--- src/rtl/mtimer_pkg.sv ---
// Shared constants and helpers for the machine timer.
package mtimer_pkg;

  // Register byte offsets within the 32-byte window
  localparam logic [4:0] MTIMER_MTIME_LO    = 5'h00;
  localparam logic [4:0] MTIMER_MTIME_HI    = 5'h04;
  localparam logic [4:0] MTIMER_MTIMECMP_LO = 5'h08;
  localparam logic [4:0] MTIMER_MTIMECMP_HI = 5'h0C;
  localparam logic [4:0] MTIMER_CTRL        = 5'h10;
  localparam logic [4:0] MTIMER_STATUS      = 5'h14;

  // CTRL field layout
  localparam int unsigned CTRL_EN_BIT    = 0;
  localparam int unsigned CTRL_PRESC_LSB = 8;
  localparam int unsigned CTRL_PRESC_W   = 8;

  localparam logic [63:0] MTIMECMP_RST = '1;

  // Merge new data into an old word, byte lane by byte lane
  function automatic logic [31:0] apply_be(input logic [31:0] old_v,
                                           input logic [31:0] new_v,
                                           input logic [3:0]  be);
    logic [31:0] r;
    r = old_v;
    for (int unsigned i = 0; i < 4; i++) begin
      if (be[i]) r[8*i +: 8] = new_v[8*i +: 8];
    end
    return r;
  endfunction

endpackage

--- src/rtl/mtimer_if.sv ---
// Data-port request/response bundle between bus and timer.
interface mtimer_if;
  logic        req;
  logic        we;
  logic [3:0]  be;
  logic [31:0] addr;
  logic [31:0] wdata;
  logic        gnt;
  logic        rvalid;
  logic [31:0] rdata;

  modport master (output req, we, be, addr, wdata, input gnt, rvalid, rdata);
  modport slave  (input req, we, be, addr, wdata, output gnt, rvalid, rdata);
endinterface

--- src/rtl/mtimer_presc.sv ---
// 8-bit prescaler: emits a one-cycle tick every PRESC+1 enabled cycles.
module mtimer_presc (
  input  logic       clk_i,
  input  logic       rst_i,
  input  logic       en_i,
  input  logic [7:0] presc_i,
  input  logic       clr_i,
  output logic       tick_o
);
  logic [7:0] pcnt_q, pcnt_d;

  assign tick_o = en_i & (pcnt_q == presc_i);

  // Next count: clear wins, freeze when disabled, wrap on terminal count
  always_comb begin
    pcnt_d = pcnt_q;
    if (clr_i)       pcnt_d = '0;
    else if (tick_o) pcnt_d = '0;
    else if (en_i)   pcnt_d = pcnt_q + 8'd1;
  end

  // Count register
  always_ff @(posedge clk_i) begin
    if (rst_i) pcnt_q <= '0;
    else       pcnt_q <= pcnt_d;
  end
endmodule

--- src/rtl/mtimer.sv ---
// Memory-mapped machine timer: 64-bit mtime/mtimecmp, prescaler, level irq.
module mtimer
  import mtimer_pkg::*;
#(
  parameter logic [31:0] BASE_ADDR = 32'h0000_2000
) (
  input  logic   clk_i,
  input  logic   rst_i,
  mtimer_if.slave bus,
  output logic   irq_o
);
  logic [63:0] mtime_q, mtime_d;
  logic [63:0] cmp_q, cmp_d;
  logic [31:0] shadow_q, shadow_d;
  logic        en_q, en_d;
  logic [7:0]  presc_q, presc_d;
  logic        irq_q, irq_d;
  logic        rvalid_q;
  logic [31:0] rdata_q, rdata_d;
  logic [4:0]  off;
  logic        wr, rd, tick;

  // Window match happens upstream; only the word index is decoded here
  logic unused_bits;
  assign unused_bits = ^{bus.addr[31:5], bus.addr[1:0], BASE_ADDR};

  assign off = {bus.addr[4:2], 2'b00};
  assign wr  = bus.req & bus.we;
  assign rd  = bus.req & ~bus.we;

  assign bus.gnt    = bus.req;
  assign bus.rvalid = rvalid_q;
  assign bus.rdata  = rdata_q;
  assign irq_o      = irq_q;

  mtimer_presc u_presc (
    .clk_i  (clk_i),
    .rst_i  (rst_i),
    .en_i   (en_q),
    .presc_i(presc_q),
    .clr_i  (wr && off == MTIMER_CTRL),
    .tick_o (tick)
  );

  // Register-file next state; a bus write to either mtime half overrides the tick
  always_comb begin
    mtime_d  = mtime_q;
    cmp_d    = cmp_q;
    shadow_d = shadow_q;
    en_d     = en_q;
    presc_d  = presc_q;
    if (tick) mtime_d = mtime_q + 64'd1;
    if (wr) begin
      unique case (off)
        MTIMER_MTIME_LO:    mtime_d = {mtime_q[63:32], apply_be(mtime_q[31:0], bus.wdata, bus.be)};
        MTIMER_MTIME_HI:    mtime_d = {apply_be(mtime_q[63:32], bus.wdata, bus.be), mtime_q[31:0]};
        MTIMER_MTIMECMP_LO: cmp_d[31:0]  = apply_be(cmp_q[31:0], bus.wdata, bus.be);
        MTIMER_MTIMECMP_HI: cmp_d[63:32] = apply_be(cmp_q[63:32], bus.wdata, bus.be);
        MTIMER_CTRL: begin
          if (bus.be[0]) en_d    = bus.wdata[CTRL_EN_BIT];
          if (bus.be[1]) presc_d = bus.wdata[CTRL_PRESC_LSB +: CTRL_PRESC_W];
        end
        default: ;
      endcase
    end
    if (rd && off == MTIMER_MTIME_LO) shadow_d = mtime_q[63:32];
    irq_d = en_q & (mtime_q >= cmp_q);
  end

  // Read mux on pre-edge state; writes answer with zero data
  always_comb begin
    rdata_d = '0;
    if (rd) begin
      unique case (off)
        MTIMER_MTIME_LO:    rdata_d = mtime_q[31:0];
        MTIMER_MTIME_HI:    rdata_d = shadow_q;
        MTIMER_MTIMECMP_LO: rdata_d = cmp_q[31:0];
        MTIMER_MTIMECMP_HI: rdata_d = cmp_q[63:32];
        MTIMER_CTRL:        rdata_d = {16'h0, presc_q, 7'h0, en_q};
        MTIMER_STATUS:      rdata_d = {31'h0, irq_q};
        default:            rdata_d = '0;
      endcase
    end
  end

  // State and response registers
  always_ff @(posedge clk_i) begin
    if (rst_i) begin
      mtime_q  <= '0;
      cmp_q    <= MTIMECMP_RST;
      shadow_q <= '0;
      en_q     <= 1'b0;
      presc_q  <= '0;
      irq_q    <= 1'b0;
      rvalid_q <= 1'b0;
      rdata_q  <= '0;
    end else begin
      mtime_q  <= mtime_d;
      cmp_q    <= cmp_d;
      shadow_q <= shadow_d;
      en_q     <= en_d;
      presc_q  <= presc_d;
      irq_q    <= irq_d;
      rvalid_q <= bus.req;
      rdata_q  <= rdata_d;
    end
  end
endmodule

--- src/flat_wrapper.sv ---
// flat-port wrapper written by rule: the top's interface ports become plain ports
module mtimer_flat import mtimer_pkg::*;
#(
  parameter logic [31:0] BASE_ADDR = 32'h0000_2000
)
  (clk_i, rst_i, irq_o, bus_req, bus_we, bus_be, bus_addr, bus_wdata, bus_gnt, bus_rvalid, bus_rdata);
  mtimer_if bus_i ();
  input  logic clk_i;
  input  logic rst_i;
  output logic irq_o;
  input wire logic [$bits(bus_i.req)-1:0] bus_req;
  input wire logic [$bits(bus_i.we)-1:0] bus_we;
  input wire logic [$bits(bus_i.be)-1:0] bus_be;
  input wire logic [$bits(bus_i.addr)-1:0] bus_addr;
  input wire logic [$bits(bus_i.wdata)-1:0] bus_wdata;
  output wire logic [$bits(bus_i.gnt)-1:0] bus_gnt;
  output wire logic [$bits(bus_i.rvalid)-1:0] bus_rvalid;
  output wire logic [$bits(bus_i.rdata)-1:0] bus_rdata;
  assign bus_i.req = bus_req;
  assign bus_i.we = bus_we;
  assign bus_i.be = bus_be;
  assign bus_i.addr = bus_addr;
  assign bus_i.wdata = bus_wdata;
  assign bus_gnt = bus_i.gnt;
  assign bus_rvalid = bus_i.rvalid;
  assign bus_rdata = bus_i.rdata;
  mtimer #(.BASE_ADDR(BASE_ADDR)) u_core (.clk_i(clk_i), .rst_i(rst_i), .bus(bus_i), .irq_o(irq_o));
endmodule
--- config.mk ---
export PLATFORM = sky130hd
export DESIGN_NAME = mtimer_flat
export DESIGN_NICKNAME = d
export VERILOG_FILES = /design/src/rtl/mtimer_pkg.sv /design/src/rtl/mtimer_if.sv /design/src/rtl/mtimer_presc.sv /design/src/rtl/mtimer.sv /design/src/flat_wrapper.sv
export SDC_FILE = /design/constraint.sdc
export NUM_CORES = 1
export LEC_CHECK = 0
export CAP_MARGIN = 30
export CORE_ASPECT_RATIO = 0.8
export CORE_MARGIN = 2
export CORE_UTILIZATION = 42
export DETAILED_ROUTE_END_ITERATION = 16
export MAX_ROUTING_LAYER = met4
export PLACE_DENSITY_LB_ADDON = 0.3
export RECOVER_POWER = 50
export SLEW_MARGIN = 20
export SYNTH_ARGS = -nofsm -noshare
export SYNTH_HDL_FRONTEND = slang
export SYNTH_HIERARCHICAL = 1
export SYNTH_SLANG_ARGS = --single-unit
--- constraint.sdc ---
create_clock -name clk_i -period 3.9 [get_ports clk_i]
set_input_delay 0.975 -clock clk_i [delete_from_list [all_inputs] [get_ports clk_i]]
set_output_delay 0.975 -clock clk_i [all_outputs]
set_load 0.01 [all_outputs]
==> flow_metrics.tcl, run 1 <==
set metrics [dict create \
    required_ps 4350 \
    ys_warn_count 6 \
    dr.pass1.iters 6 \
    wirelength_um 40900 \
    yosysSeqAreaShare_pct 36.1 \
    cts_setup_buffers 0 \
    cts_resized 0 \
    die_w_um 191 \
    grt_max_degree 47 \
    cts_buffers 25 \
    grt_pass1_wl_um 63600 \
    synth_largest_area_cell "dfxtp_1" \
    dieArea_sq_mm 0.0293 \
    cts_num_sinks 211 \
    p_clk_share_pct 45.9 \
    drive_above_1_share_pct 6.68 \
    power.leakage_uw 0.00602 \
    drc 0 \
    p_seq_share_pct 46.9 \
    finalCriticalPeriod_ps 3530 \
    yosys_most_used_dff "dfxtp_1" \
    cts_root_buffer "clkbuf_16" \
    report.final.setup_viol 0 \
    whs_ps 452 \
    vias_per_cell 6.13 \
    status "complete, but fails checks" \
    internal_power_uw 3560 \
    dp.cells 1849 \
    drv_slew 26 \
    netlist_instances 1449 \
    fin_crit_sh_pct 90.5 \
    crit_path_start_kind "input port" \
    final-hold-violation-count 0 \
    arrival_ps 3980 \
    diodes 0 \
    cts.path.max_buffers 3 \
    pin_count 107 \
    power.density_mw_per_mm2 348 \
    finalPower_uw 4740 \
    dpl-instance-area_sq_mm 0.0130 \
    worst_pin_slew_ps 1850 \
    sw_frac_of_total_pct 24.9 \
    worstHoldPathType "reg -> reg" \
    synth_top_area_share_pct 36.1 \
    globalplace.congestion 0.970 \
    violations "max-capacitance violations, max-slew violations" \
    die_h_um 153 \
    rsz0062_at_grt "false" \
    combPwrFrac_pct 7.3 \
    ant_nets 0 \
    path_clk_slew_ps 60 \
    layout_common_cells "242 x nand2_1, 211 x dfxtp_1, 124 x a21oi_1" \
    floorplan.initialDensity_pct 42.8 \
    via_count 11589 \
    syn_area_sq_mm 0.0117 \
    finalInstanceArea_sq_mm 0.0136 \
    final_common_cell "nand2_1" \
    rows 54 \
    dp_hpwl_um 29100 \
    ys_top_cells_by_area "dfxtp_1 36%, nand2_1 7.8%, ha_1 7.0%" \
    timing.setup.tns_ps 0 \
    worst-path-max-fanout 41 \
    synth_cell_types 77 \
    clock_latency_ps 530 \
    area_delta_synth_final_pct 16.3 \
    cts_tree "built" \
    avgRoutedWirePerCell_um 21.6 \
    power_switching_uw 1180 \
    grt_pass1_vias 10914 \
    synth_edf_count 0 \
    grtUsageTotal_pct 28.5 \
    crit_type "in -> reg" \
    max_freq_ghz 0.283 \
    core_area_sq_mm 0.0274 \
    maxCapViolCount 1 \
    portBuffers 77 \
    syn_avg_cell_area_sq_um 8.08 \
    synth-seq-cells 211 \
    finalNonFillerCells 1891 \
    fin_nets 1650 \
    synth_fp_nets 1587 \
    first_iter_violations 1322 \
    grt-ovfl-total 0 \
    max_slew_margin_pct -23.6 \
    vdd_ir_drop_max_mv 0.300 \
    fin_skew_ps 17.6 \
    async_flop_share_pct 0 \
    cts_hold_buf 0 \
    worstSetupEndpointType "flop" \
    antenna_found_initial 0 \
    htreeDepth 1 \
]
## worst max-delay path: stages
cell and delay [ps]:
dlygate4sd3_1 660, nor4bb_1 480, clkbuf_2 840, nor2_1 340, nand3_2 200, mux2_4 310, nor3_2 140
## cell type report
type,instances,area (sq um)
fillers,2711,13700
clock inverters,5,25.0
multi-input cells,1074,6850
well taps,364,455
inverters,81,304
repair buffers,119,1050
clock buffers,37,711
flip-flops and latches,211,4220
## power by group through the flow
stage	Clock, uW	Combinational (uW)	Sequential [uW]
2_1_floorplan	0	182	2250
3_3_place_gp	0	340	2270
3_5_place_dp	0	343	2270
4_1_cts	2220	345	2220
5_1_grt	2320	368	2220
6_report	2170	344	2220
## per-stage QoR
step | setup WS (ps) | utilization, %
final | 370 | 49.8
after global routing | 225 | 49.8
after CTS | 405 | 50.0
after detailed placement | 140 | 47.3
after global placement | 237 | 47.3
after floorplan | 1180 | -
## metal layers
| metal | vias up | share of wire, % | GRT usage (%) |
|---|---|---|---|
| met1 | 5554 | 45 | 40.2 |
| met5 | - | 0 | - |
| met4 | 0 | 2.7 | 7.79 |
| li1 | 5376 | - | - |
| met3 | 77 | 10 | 6.50 |
| met2 | 582 | 42 | 40.6 |
## Yosys cell counts, types with 26 or more instances
master      n
nand4_1    33
nor3_1     27
a22oi_1    59
clkbuf_1   67
dfxtp_1   211
o21ai_0    43
inv_1      81
nand2_1   242
mux2i_1    73
nor2_1     86
nor4_1     26
ha_1       66
a21oi_1   124
nand3_1    58
## sequential cells by signal, summed over array words and instances (netlist names)
register,flops
u_core/cmp_q,64
u_core/mtime_q,64
u_core/bus.rdata,32
u_core/shadow_q,32
u_core/presc_q,8
u_core/u_presc/pcnt_q,8
u_core/bus.rvalid,1
u_core/en_q,1
u_core/irq_o,1
## cell families after synthesis
group,synth area share (%)
AOI/OAI and AO/OA,18.1
xor gates and xnor gates,2.09
adders and majority gates,7.05
buffers and inverters,5.44
DFF,36.1
muxes,7.13
and+or+nand+nor,24.2
## path summary, 6_finish.rpt
path	from	endpoint	slack, ps	cells after the start
hold reg to reg	u_core/shadow_q[27]	u_core/shadow_q[27]	450	2
setup reg to reg	u_core/u_presc/pcnt_q[3]	u_core/mtime_q[40]	460	10
setup / recovery	bus_req	u_core/mtime_q[43]	370	7
hold / removal	u_core/shadow_q[27]	u_core/shadow_q[27]	450	2
No activity file was read; power rests on OpenSTA's default activity.
==> inputs of run 2 (changes only) <==
--- a/config.mk
+++ b/config.mk
@@ -11,7 +11,7 @@
 export CORE_UTILIZATION = 42
 export DETAILED_ROUTE_END_ITERATION = 16
 export MAX_ROUTING_LAYER = met4
-export PLACE_DENSITY_LB_ADDON = 0.3
+export PLACE_DENSITY = 0.7
 export RECOVER_POWER = 50
 export SLEW_MARGIN = 20
 export SYNTH_ARGS = -nofsm -noshare
==> flow_metrics.tcl, run 2 (synthesis results as in run 1) <==
set metrics [dict create \
    maxCapViolCount 1 \
    rows 54 \
    grt-ovfl-total 0 \
    status "complete, but fails checks" \
    drv_slew 33 \
    fin_nets 1651 \
    fillers 2663 \
    crit_type "in -> reg" \
    antenna_found_initial 1 \
    cts.path.max_buffers 3 \
    core_area_sq_mm 0.0274 \
    die_w_um 191 \
    die_h_um 153 \
    finalInstanceArea_sq_mm 0.0138 \
    reg.largest.list "u_core/cmp_q (64), u_core/mtime_q (64)" \
    max_slew_margin_pct -32.9 \
    whs_ps 454 \
    timing.setup.tns_ps 0 \
    cts_hold_buf 0 \
    drive_above_1_share_pct 7.45 \
    worstSetupEndpointType "flop" \
    finalPower_uw 5020 \
    max_freq_ghz 0.272 \
    rsz0062_at_grt "false" \
    power.leakage_uw 0.00609 \
    dieArea_sq_mm 0.0293 \
    final-hold-violation-count 0 \
    report.final.setup_viol 0 \
    ant_nets 0 \
    cts_buffers 25 \
    vias_per_cell 6.09 \
    fin_crit_sh_pct 94.2 \
    avgRoutedWirePerCell_um 21.3 \
    final_common_cell "nand2_1" \
    via_count 11553 \
    clock_latency_ps 530 \
    first_iter_violations 1433 \
    dpl-instance-area_sq_mm 0.0130 \
    htreeDepth 1 \
    cts_num_sinks 211 \
    fin_skew_ps 19.4 \
    grt_pass1_vias 10740 \
    grt_max_degree 49 \
    finalCriticalPeriod_ps 3670 \
    violations "max-capacitance violations, max-slew violations" \
    portBuffers 77 \
    wirelength_um 40400 \
    floorplan.initialDensity_pct 42.8 \
    required_ps 4300 \
    layout_common_cells "242 x nand2_1, 211 x dfxtp_1, 124 x a21oi_1" \
    drc 0 \
    area_delta_synth_final_pct 17.6 \
    cts_tree "built" \
    cts_resized 0 \
    grtUsageTotal_pct 28.0 \
    worst_pin_slew_ps 1990 \
    cts_setup_buffers 0 \
    worstHoldPathType "reg -> reg" \
    globalplace.congestion 0.959 \
    vdd_ir_drop_max_mv 0.289 \
    pin_count 107 \
    worst-path-max-fanout 17 \
    path_clk_slew_ps 60 \
    power.density_mw_per_mm2 364 \
    arrival_ps 4080 \
    dr.pass1.iters 10 \
    grt_pass1_wl_um 62500 \
    dp_hpwl_um 28700 \
    crit_path_start_kind "input port" \
    cts_root_buffer "clkbuf_16" \
]
-- run 2: worst max-delay path, stage by stage --
cell and delay, ps:
dlygate4sd3_1 660, clkbuf_1 320, nor4_1 430, clkbuf_1 880, nand2_1 430, o221ai_1 300, nor2_1 70
-- run 2: power by group --
part	internal [uW]	total (uW)	switching, uW
registers	2180	2220	40.3
logic	128	343	214
clock network	1480	2450	969
total	3790	5020	1220
-- run 2: worst paths after layout --
path / slack (ps) / startpoint / to / cells past startpoint
hold reg to reg: 450 / u_core/shadow_q[23] / u_core/shadow_q[23] / 2
setup reg to reg: 410 / u_core/u_presc/pcnt_q[4] / u_core/mtime_q[50] / 11
hold / removal: 450 / u_core/shadow_q[23] / u_core/shadow_q[23] / 2
setup / recovery: 230 / bus_addr[2] / u_core/mtime_q[22] / 7
-- run 2: metal layers --
metal  global-route usage [%]  routed length (um)  up-vias
met5                        -                   0        -
li1                         -                   -     5388
met2                     40.1               16900      601
met3                     7.51                4440       82
met1                     38.9               18200     5482
met4                     6.50                 909        0
-- run 2: through the flow --
stage / setup slack, ps / cells / util [%]
5_1_grt: 167 / 1896 / 50.3
4_1_cts: 512 / 1895 / 50.5
6_report: 228 / 1896 / 50.3
3_5_place_dp: 297 / 1850 / 47.4
2_1_floorplan: 1180 / 1449 / -
3_3_place_gp: 328 / 1850 / 47.4
-- run 2: cell type report --
| cell class | instances | area [sq um] | area share [%] |
|---|---|---|---|
| Tap cell | 364 | 455 | 3.31 |
| Clock inverter | 16 | 198 | 1.44 |
| Multi-Input combinational cell | 1074 | 6870 | 49.9 |
| Inverter | 81 | 304 | 2.21 |
| Antenna cell | 1 | 2.50 | 0.0182 |
| Clock buffer | 29 | 661 | 4.80 |
| Sequential cell | 211 | 4220 | 30.7 |
| Timing Repair Buffer | 120 | 1060 | 7.72 |
==> inputs of run 3 (changes only) <==
--- a/config.mk
+++ b/config.mk
@@ -10,6 +10,7 @@
 export CORE_MARGIN = 2
 export CORE_UTILIZATION = 42
 export DETAILED_ROUTE_END_ITERATION = 16
+export HOLD_SLACK_MARGIN = 0.03
 export MAX_ROUTING_LAYER = met4
 export PLACE_DENSITY = 0.7
 export RECOVER_POWER = 50
@@ -18,3 +19,4 @@
 export SYNTH_HDL_FRONTEND = slang
 export SYNTH_HIERARCHICAL = 1
 export SYNTH_SLANG_ARGS = --single-unit
+export TNS_END_PERCENT = 50
==> results of run 3 <==
Final layout, timing and power as in run 2 (identical DEF).
